**src/rtl/dp_pkg.sv**
```systemverilog
// Shared types for the bus datapath sequencer: opcodes, sequencer states and opcode width.
package dp_pkg;

   localparam int OPW = 3;

   typedef enum logic [OPW-1:0] {
      OP_ADD  = 3'b000,
      OP_SUB  = 3'b001,
      OP_AND  = 3'b010,
      OP_OR   = 3'b011,
      OP_LOAD = 3'b100
   } op_e;

   typedef enum logic [1:0] {
      S_IDLE    = 2'd0,
      S_FETCH_A = 2'd1,
      S_EXEC    = 2'd2,
      S_WB      = 2'd3
   } state_e;

   // Codes 101..111 run the sequence but must not commit anything.
   function automatic logic op_reserved(input logic [OPW-1:0] op);
      return (op > OP_LOAD);
   endfunction

endpackage

```
**src/rtl/dp_alu.sv**
```systemverilog
// Combinational ALU for bus_dp_seq: ADD, SUB (carry = no-borrow), AND, OR, LOAD (pass B).
module dp_alu
   import dp_pkg::*;
#(
   parameter int WIDTH = 8
) (
   input  logic [WIDTH-1:0] i_a,
   input  logic [WIDTH-1:0] i_b,
   input  logic [OPW-1:0]   i_op,
   output logic [WIDTH-1:0] o_y,
   output logic             o_c
);

   logic [WIDTH:0] w_add;
   logic [WIDTH:0] w_sub;

   assign w_add = {1'b0, i_a} + {1'b0, i_b};
   // Two's-complement subtract; the carry-out is set exactly when a >= b.
   assign w_sub = {1'b0, i_a} + {1'b0, ~i_b} + {{WIDTH{1'b0}}, 1'b1};

   always_comb begin
      o_y = '0;
      o_c = 1'b0;
      case (i_op)
         OP_ADD: begin
            o_y = w_add[WIDTH-1:0];
            o_c = w_add[WIDTH];
         end
         OP_SUB: begin
            o_y = w_sub[WIDTH-1:0];
            o_c = w_sub[WIDTH];
         end
         OP_AND:  o_y = i_a & i_b;
         OP_OR:   o_y = i_a | i_b;
         OP_LOAD: o_y = i_b;
         default: begin
            o_y = '0;
            o_c = 1'b0;
         end
      endcase
   end

endmodule

```
**src/rtl/bus_dp_seq.sv**
```systemverilog
// Bus-based datapath with a fetch/execute/write-back micro-sequencer.
// Optional flag registers are built only when DP_FLAGS_EN is defined.
//
// state     | meaning
// S_IDLE    | ready for a new op; done pulses here after write-back
// S_FETCH_A | bus = reg[src_a], captured into Y
// S_EXEC    | bus = imm or reg[src_b], Z <= ALU(Y, bus)
// S_WB      | bus = Z, commit to reg[dst], result and flags
module bus_dp_seq
   import dp_pkg::*;
#(
   parameter int WIDTH = 8,
   parameter int NREGS = 4,
   localparam int AW   = $clog2(NREGS)
) (
   input  logic             i_clock,
   input  logic             i_clear,
   input  logic             i_op_valid,
   output logic             o_op_ready,
   input  logic [OPW-1:0]   i_op_code,
   input  logic             i_op_imm_sel,
   input  logic [AW-1:0]    i_op_src_a,
   input  logic [AW-1:0]    i_op_src_b,
   input  logic [AW-1:0]    i_op_dst,
   input  logic [WIDTH-1:0] i_op_imm,
   output logic             o_done,
   output logic [WIDTH-1:0] o_result,
   output logic             o_flag_c,
   output logic             o_flag_z,
   input  logic [AW-1:0]    i_rd_addr,
   output logic [WIDTH-1:0] o_rd_data
);

   state_e           r_state;
   state_e           w_next;

   logic [OPW-1:0]   r_ir_op;
   logic             r_ir_imm_sel;
   logic [AW-1:0]    r_ir_src_a;
   logic [AW-1:0]    r_ir_src_b;
   logic [AW-1:0]    r_ir_dst;
   logic [WIDTH-1:0] r_ir_imm;

   logic [WIDTH-1:0] r_regs [NREGS];
   logic [WIDTH-1:0] r_y;
   logic [WIDTH-1:0] r_z;
   logic [WIDTH-1:0] r_result;
   logic             r_done;

   logic [WIDTH-1:0] w_bus;
   logic [WIDTH-1:0] w_alu_y;
   logic             w_alu_c;
   logic             w_accept;
   logic             w_commit;

   assign w_accept = (r_state == S_IDLE) && i_op_valid;
   assign w_commit = (r_state == S_WB) && !op_reserved(r_ir_op);

   always_ff @(posedge i_clock or negedge i_clear) begin
      if (!i_clear) r_state <= S_IDLE;
      else          r_state <= w_next;
   end

   always_comb begin
      w_next = r_state;
      case (r_state)
         S_IDLE:    if (w_accept) w_next = S_FETCH_A;
         S_FETCH_A: w_next = S_EXEC;
         S_EXEC:    w_next = S_WB;
         S_WB:      w_next = S_IDLE;
         default:   w_next = S_IDLE;
      endcase
   end

   always_ff @(posedge i_clock or negedge i_clear) begin
      if (!i_clear) begin
         r_ir_op      <= '0;
         r_ir_imm_sel <= 1'b0;
         r_ir_src_a   <= '0;
         r_ir_src_b   <= '0;
         r_ir_dst     <= '0;
         r_ir_imm     <= '0;
      end else if (w_accept) begin
         r_ir_op      <= i_op_code;
         r_ir_imm_sel <= i_op_imm_sel;
         r_ir_src_a   <= i_op_src_a;
         r_ir_src_b   <= i_op_src_b;
         r_ir_dst     <= i_op_dst;
         r_ir_imm     <= i_op_imm;
      end
   end

   // Single shared bus; LOAD always takes the immediate regardless of imm_sel.
   always_comb begin
      w_bus = '0;
      case (r_state)
         S_FETCH_A: w_bus = r_regs[r_ir_src_a];
         S_EXEC:    w_bus = (r_ir_imm_sel || (r_ir_op == OP_LOAD)) ? r_ir_imm
                                                                   : r_regs[r_ir_src_b];
         S_WB:      w_bus = r_z;
         default:   w_bus = '0;
      endcase
   end

   dp_alu #(.WIDTH(WIDTH)) u_alu (
      .i_a  (r_y),
      .i_b  (w_bus),
      .i_op (r_ir_op),
      .o_y  (w_alu_y),
      .o_c  (w_alu_c)
   );

   always_ff @(posedge i_clock or negedge i_clear) begin
      if (!i_clear) begin
         for (int i = 0; i < NREGS; i++) r_regs[i] <= '0;
         r_y      <= '0;
         r_z      <= '0;
         r_result <= '0;
         r_done   <= 1'b0;
      end else begin
         r_done <= (r_state == S_WB);
         if (r_state == S_FETCH_A) r_y <= w_bus;
         if (r_state == S_EXEC)    r_z <= w_alu_y;
         if (w_commit) begin
            r_regs[r_ir_dst] <= w_bus;
            r_result         <= w_bus;
         end
      end
   end

`ifdef DP_FLAGS_EN
   logic r_zc;
   logic r_flag_c;
   logic r_flag_z;

   always_ff @(posedge i_clock or negedge i_clear) begin
      if (!i_clear) begin
         r_zc     <= 1'b0;
         r_flag_c <= 1'b0;
         r_flag_z <= 1'b0;
      end else begin
         if (r_state == S_EXEC) r_zc <= w_alu_c;
         if (w_commit) begin
            r_flag_c <= r_zc;
            r_flag_z <= (r_z == '0);
         end
      end
   end

   assign o_flag_c = r_flag_c;
   assign o_flag_z = r_flag_z;
`else
   logic w_unused_c;
   assign w_unused_c = w_alu_c;
   assign o_flag_c   = 1'b0;
   assign o_flag_z   = 1'b0;
`endif

   assign o_op_ready = (r_state == S_IDLE);
   assign o_done     = r_done;
   assign o_result   = r_result;
   assign o_rd_data  = r_regs[i_rd_addr];

endmodule

```
**config.mk**
```make
export PLATFORM = sky130hd
export DESIGN_NAME = bus_dp_seq
export DESIGN_NICKNAME = d
export VERILOG_FILES = /design/src/rtl/dp_pkg.sv /design/src/rtl/dp_alu.sv /design/src/rtl/bus_dp_seq.sv
export SDC_FILE = /design/constraint.sdc
export NUM_CORES = 1
export LEC_CHECK = 0
export ABC_CLOCK_PERIOD_IN_PS = 4200
export CORE_MARGIN = 10
export CORE_UTILIZATION = 25
export CTS_BUF_LIST = sky130_fd_sc_hd__clkbuf_2
export CTS_CLUSTER_DIAMETER = 50
export DETAILED_ROUTE_END_ITERATION = 8
export SLEW_MARGIN = 0
export SYNTH_ARGS = -nofsm -noshare
export SYNTH_HDL_FRONTEND = slang
export SYNTH_HIERARCHICAL = 1
export SYNTH_SLANG_ARGS = --single-unit
```
**constraint.sdc**
```tcl
create_clock -name i_clock -period 4.2 [get_ports i_clock]
set_clock_uncertainty 0.15 [all_clocks]
set_input_delay 0.42 -clock i_clock [delete_from_list [all_inputs] [get_ports i_clock]]
set_output_delay 0.42 -clock i_clock [all_outputs]
set_load 0.01 [all_outputs]
```
==> results by group, run 1 <==
Place
  • Pre-CTS setup slack: 0.228 ns
  • Port bufs: 40
  • GP Congestion: 0.869
  • Detailed placer's ending HPWL: 10300 um

Clocking
  • Cts bufs inserted: 9
  • H-tree depth: 3
  • Worst skew pair latency: 0.60 ns
  • Max clock buf depth: 2
  • CTS Root Cell: clkbuf_2
  • Clock transition at path regs: 0.22 ns
  • CTS Sinks: 77
  • TritonCTS clock tree: yes

Logic synthesis
  • Post-Syn Area: 5090 sq um
  • Synthesized area per cell: 10.3 sq um
  • Mapped Cells: 493
  • YS warnings: 6

Timing
  • Final hold slack: 0.272 ns
  • RSZ-0062 raised after global routing: false
  • Final-report max-slew violation count: 0
  • Slew HR: 0.334
  • Final worst slack: 0.351 ns
  • Period utilization: 0.916
  • Max Fclk: 260 MHz
  • Final Hold Vio Count: 0
  • Worst Tran Pin Value: 0.999 ns
  • Final setup TNS: 0 ns
  • Setup Viol. Count Final: 0
  • Fin crit period: 3.85 ns

Die
  • Die Area: 26500 sq um
  • Initial core utilization: 0.253
  • Die Ht: 163 um
  • Die W: 163 um
  • I/O pin count: 43
  • Core Area: 20100 sq um
  • Site row count: 52

Final layout
  • Fillcell total: 2122
  • Layout area overhead: 16.5%
  • Register area: 1930 sq um
  • Layout cell share with drive strength beyond 1: 0.186
  • Net count reported at finish: 586
  • Area of the multi-input gates: 2900 sq um

Drt
  • Final wirelength: 14300 um
  • Antenna viol nets, final: 0
  • DRC violations left: 0
  • Vias per cell: 4.87
  • WL per Instance: 17.6 um
  • Total vias in the final route: 3968
  • Initial drt markers: 371
  • First-pass DRT Iterations: 5

Power
  • Register share of total power: 0.290
  • Clock power frac: 0.089
  • VDD IR max: 0.455 mV
  • Comb power frac: 0.621
  • Internal power: 2.46 mW
  • Sw Share: 0.473
  • Leakage power: 2.41 nW
  • Switching pwr: 2.20 mW
  • PwrDens: 786 nW/um^2

Setup path
  • Startpoint Class: flip-flop
  • Crit Path Max Fanout: 9
  • Crit Path Class: reg2reg
  • Worst EP arrival: 4.19 ns
  • CP required: 4.54 ns
  • Setup crit end kind: flip-flop

GRT
  • Vias in the first global route: 3901
  • First-pass GRT wire length: 22500 um
  • Pin count of the biggest net entering global routing: 78
  • Gr usage total: 0.109
  • Grt ovf: 0
  • Antenna violations before repair: 1

Run status
  • Status: complete, no violations

Run
  • Max-cap viol count: 0

Min path
  • Worst hold path class: in2reg
## state kept, by name, indices dropped and copies added, names as in the netlist
signal / flops
r_ir_src_a: 2
r_ir_op: 3
r_ir_src_b: 2
r_ir_imm_sel: 1
r_state: 2
o_result: 8
r_regs: 32
r_ir_imm: 8
r_z: 8
r_y: 8
o_done: 1
r_ir_dst: 2
## cell usage in the layout, fill, tap and decap left out, types with 4 or more instances in the layout
master and n:
a211oi_1 5, nand2b_1 7, o221ai_1 9, dfrtp_1 76, mux4_2 16, nand3_1 4, o21ai_1 43, diode_2 5
clkdlybuf4s50_1 39, o21bai_1 9, nand2_1 59, a21oi_1 13, nor2_1 24, mux2_2 27, clkbuf_2 10, mux2i_1 19
inv_1 34, o31ai_1 4, o21ai_0 7, ha_1 27, or3_4 8, nor2b_1 5, a31oi_4 8, buf_4 16
o22ai_1 10
## cell type report
type | count | area share
multi-input cells | 356 | 0.489
flip-flops and latches | 77 | 0.325
repair buffers | 56 | 0.0878
well taps | 270 | 0.0570
inverters | 34 | 0.0215
clock inverters | 6 | 0.00907
clock buffers | 10 | 0.00844
diodes | 5 | 0.00211
## timing repair
item / 4_1_cts / 5_1_grt
endpoints found under the hold margin: 77 / 0
setup buffers: 0 / 0
resized for setup: 0 / 2
endpoints found under the setup margin: 0 / 2
hold buffers: 1 / 0
## through the flow
step | instance area [sq um] | util | instances | total power [mW]
2_1_floorplan | 5090 | - | 494 | 3.36
3_3_place_gp | 5800 | 0.289 | 792 | 4.21
3_5_place_dp | 5800 | 0.289 | 792 | 4.24
4_1_cts | 5910 | 0.294 | 809 | 4.67
5_1_grt | 5930 | 0.295 | 814 | 5.02
6_report | 5930 | 0.295 | 814 | 4.66
## power groups by stage
stage / Clock, mW / Sequential (mW) / Combinational, mW
floorplan: 0 / 1.24 / 2.13
global placement: 0 / 1.35 / 2.86
detailed placement: 0 / 1.36 / 2.88
CTS: 0.432 / 1.35 / 2.89
global route: 0.463 / 1.40 / 3.16
finish: 0.414 / 1.35 / 2.90
## critical path: stages (launching register included)
cell      delay [ns]
dfrtp_2         0.59
mux4_2          0.54
or3_4           0.35
a31oi_4         0.18
nor2_2          0.09
inv_1           0.16
ha_1            0.28
a211oi_1        0.31
nor2_1          0.15
a221oi_1        0.38
mux2i_1         0.24
nand3_1         0.08
mux2_2          0.26
## path summary, 6_finish.rpt
kind / cells past startpoint / endpoint / slack (ns) / startpoint
setup / recovery: 12 / r_z[7] / 0.35 / r_ir_src_b[0]
hold reg to reg: 2 / o_result[0] / 0.36 / o_result[0]
setup reg to reg: 12 / r_z[7] / 0.35 / r_ir_src_b[0]
min in group asynchronous: 2 / r_regs[31] / 0.33 / i_clear
hold / removal: 2 / r_ir_src_b[1] / 0.27 / i_op_src_b[1]
max in group asynchronous: 2 / r_ir_src_b[0] / 2.87 / i_clear
## metal layers
metal / up-vias / global-route usage / share of wire
li1: 1868 / - / -
met4: 0 / 0.0320 / 0.013
met1: 1951 / 0.149 / 0.46
met5: - / 0 / 0
met2: 137 / 0.169 / 0.46
met3: 12 / 0.0243 / 0.061
Note: power is estimated with default switching activity, not from simulation.
==> inputs of run 2 (changes only) <==
--- a/config.mk
+++ b/config.mk
@@ -14,5 +14,4 @@
 export SLEW_MARGIN = 0
 export SYNTH_ARGS = -nofsm -noshare
 export SYNTH_HDL_FRONTEND = slang
-export SYNTH_HIERARCHICAL = 1
 export SYNTH_SLANG_ARGS = --single-unit
==> results by group, run 2 <==
Power
  • Leakage power: 2.41 nW (about the same)
  • VDD IR max: 0.196 mV (-57%)
  • PwrDens: 748 nW/um^2 (-4.8%)

Setup path
  • Worst-case reg-to-reg path depth: 12 (unchanged)
  • Slowest CP cell: dfrtp_1
  • WP depth: 12 (unchanged)
  • Slowest stage delay, CP: 0.64 ns (+0.05 ns)
  • Family with the most delay on the worst path: compound AO/OA/AOI/OAI gates
  • Setup crit end kind: flip-flop
  • Worst-path cell chain: or3b_1, nand3_1, a21oi_1, a21oi_2, buf_4, inv_1, ha_1, fa_1, a211oi_1, o41ai_1, a211oi_1, o221ai_1
  • Crit Path Class: reg2reg
  • Crit Path Max Fanout: 12 (+3)
  • Worst path most repeated cell: a211oi_1
  • CP required: 4.53 ns (about the same)
  • Worst Path Buf+Inv: 2 (+1)
  • Startpoint Class: flip-flop
  • Worst EP arrival: 3.97 ns (-0.22 ns)

Timing
  • Final setup TNS: 0 ns (unchanged)
  • Worst Tran Pin Value: 1.01 ns (+0.00818 ns)
  • RSZ-0062 raised after global routing: false
  • Slew HR: 0.329 (-0.00545)
  • Period utilization: 0.866 (-0.0502)
  • Final-report max-slew violation count: 0 (unchanged)
  • Max Fclk: 275 MHz (+5.8%)
  • Setup Viol. Count Final: 0 (unchanged)
  • Final Hold Vio Count: 0 (unchanged)
  • Fin crit period: 3.64 ns (-0.211 ns)
  • Final hold slack: 0.297 ns (+0.0249 ns)

GRT
  • Grt ovf: 0 (unchanged)
  • Pin count of the biggest net entering global routing: 78 (unchanged)
  • First-pass GRT wire length: 22500 um (about the same)
  • Gr usage total: 0.110 (+0.000711)
  • Antenna violations before repair: 0 (-1)
  • Vias in the first global route: 3885 (-0.41%)

Final layout
  • Commonest non-fill, non-tap cell in the layout: dfrtp_1
  • Max reg flops: 32 (unchanged)
  • Most frequent cells in the layout: 77 x dfrtp_1, 44 x mux2_2, 41 x nand2_1
  • Net count reported at finish: 559 (-4.6%)
  • Layout cell share with drive strength beyond 1: 0.207 (+0.0219)
  • Fillcell total: 2071 (-2.4%)
  • Register bank with the most flops: r_regs
  • Layout area overhead: 15.3%
  • Register area: 1930 sq um (about the same)
  • Area of the multi-input gates: 2820 sq um (-2.8%)
  • # diodes: 0 (-5)

Drt
  • Total vias in the final route: 3816 (-3.8%)
  • Antenna viol nets, final: 0 (unchanged)
  • Vias per cell: 4.92 (+0.88%)
  • Initial drt markers: 285 (-23%)
  • Final wirelength: 14200 um (-0.81%)
  • WL per Instance: 18.3 um (+4.0%)
  • First-pass DRT Iterations: 5 (unchanged)
  • DRC violations left: 0 (unchanged)

Clocking
  • CTS Root Cell: clkbuf_2
  • Cts bufs inserted: 9 (unchanged)
  • TritonCTS clock tree: yes
  • CTS Sinks: 77 (unchanged)
  • Setup Buffers After CTS: 0 (unchanged)
  • Max clock buf depth: 2 (unchanged)
  • Worst skew pair latency: 0.56 ns (-0.04 ns)
  • H-tree depth: 3 (unchanged)
  • Clock transition at path regs: 0.22 ns (about the same)

Die
  • I/O pin count: 43 (unchanged)
  • Die Area: 26100 sq um (-1.5%)
  • Die Ht: 161 um (-0.75%)
  • Core Area: 19600 sq um (-2.6%)
  • Initial core utilization: 0.255 (+0.00224)
  • Site row count: 51 (-1.9%)
  • Die W: 161 um (-0.75%)

Logic synthesis
  • Cell taking the most area after synthesis: dfrtp_1
  • Post-synth top area share: 0.385
  • Synthesized area per cell: 10.6 sq um (+2.5%)
  • Top-count cell post-synth: dfrtp_1
  • YS warnings: 0 (-6)
  • Sequential share of the synthesized area: 0.385
  • Top post-synthesis cells by count: 77 x dfrtp_1, 44 x mux2_2, 41 x nand2_1
  • Ys async rst share: 1.00
  • Yosys cell types: 63
  • Mapped Cells: 473 (-4.1%)
  • Most common flop cell mapped by yosys: dfrtp_1
  • Flip-flop and latch count after synthesis: 77
  • Post-synth EDFFs: 0
  • Post-Syn Area: 5000 sq um (-1.7%)
  • Synth top area cells: dfrtp_1 39%, mux2_2 9.9%, mux4_2 8.1%, ha_1 7.0%, o21ai_0 3.8%

Min path
  • Worst hold path class: in2reg
  • Worst hold stages: 2 (unchanged)

Run
  • Max-cap viol count: 0 (unchanged)

Run status
  • Status: complete, no violations

Place
  • Port bufs: 40 (unchanged)
  • Detailed placer's ending HPWL: 10400 um (+0.91%)
  • GP Congestion: 0.896 (+3.1%)
run 2: layout make-up:
type	instances	share of cell area
timing repair buffer	52	0.0851
tap	265	0.0575
multi-input combinational	337	0.489
clock inverter	6	0.00651
inverter	29	0.0189
sequential	77	0.334
clock buffer	10	0.00868
run 2: what timing repair did:
action	CTS	global route
resized for setup	0	0
hold buffers	1	0
endpoints found under the hold margin	77	0
run 2: worst paths after layout:
path / start / end / slack [ns]
max: r_ir_op[2] / r_z[6] / 0.56
min: i_op_code[1] / r_ir_op[1] / 0.30
max reg2reg: r_ir_op[2] / r_z[6] / 0.56
min reg2reg: o_result[1] / o_result[1] / 0.37
max in group asynchronous: i_clear / r_ir_imm[6] / 2.84
min in group asynchronous: i_clear / o_result[4] / 0.37
run 2: where the power goes:
part           switching (mW)  total (mW)  internal (mW)
combinational            1.37        2.54           1.17
sequential              0.381        1.42           1.04
clock                   0.273       0.351         0.0778
total                    2.03        4.32           2.29
run 2: cells by family after synthesis:
kind of cell | count (synthesis) | share of synthesized area
muxes | 74 | 0.213
adders and majority gates | 30 | 0.0780
AOI/OAI and AO/OA | 121 | 0.163
xor gates and xnor gates | 5 | 0.00876
other | 1 | 0.000750
and+or+nand+nor | 105 | 0.0996
buffers and inverters | 60 | 0.0518
DFF | 77 | 0.385
run 2: per-stage QoR:
stage	total power [mW]	utilization	std cells	setup slack, ns	cell area [sq um]
final	4.32	0.294	776	0.562	5770
after global routing	4.69	0.294	776	0.339	5770
after floorplan	3.15	-	474	1.08	5010
after detailed placement	3.96	0.289	759	0.594	5670
after global placement	3.95	0.289	759	0.669	5670
after CTS	4.34	0.294	776	0.589	5770
run 2: layer usage:
layer,vias to the layer above,wire length [um],global-route usage,share of wire
met4,0,159,0.0244,0.011
met2,139,6250,0.164,0.44
met5,-,0,0,0
met3,13,1220,0.0414,0.086
met1,1888,6600,0.148,0.46
li1,1776,-,-,-
==> inputs of run 3 (changes only) <==
--- a/config.mk
+++ b/config.mk
@@ -10,6 +10,7 @@
 export CORE_UTILIZATION = 25
 export CTS_BUF_LIST = sky130_fd_sc_hd__clkbuf_2
 export CTS_CLUSTER_DIAMETER = 50
+export CTS_CLUSTER_SIZE = 24
 export DETAILED_ROUTE_END_ITERATION = 8
 export SLEW_MARGIN = 0
 export SYNTH_ARGS = -nofsm -noshare
==> results of run 3 <==
Final layout, timing and power as in run 2 (identical DEF).
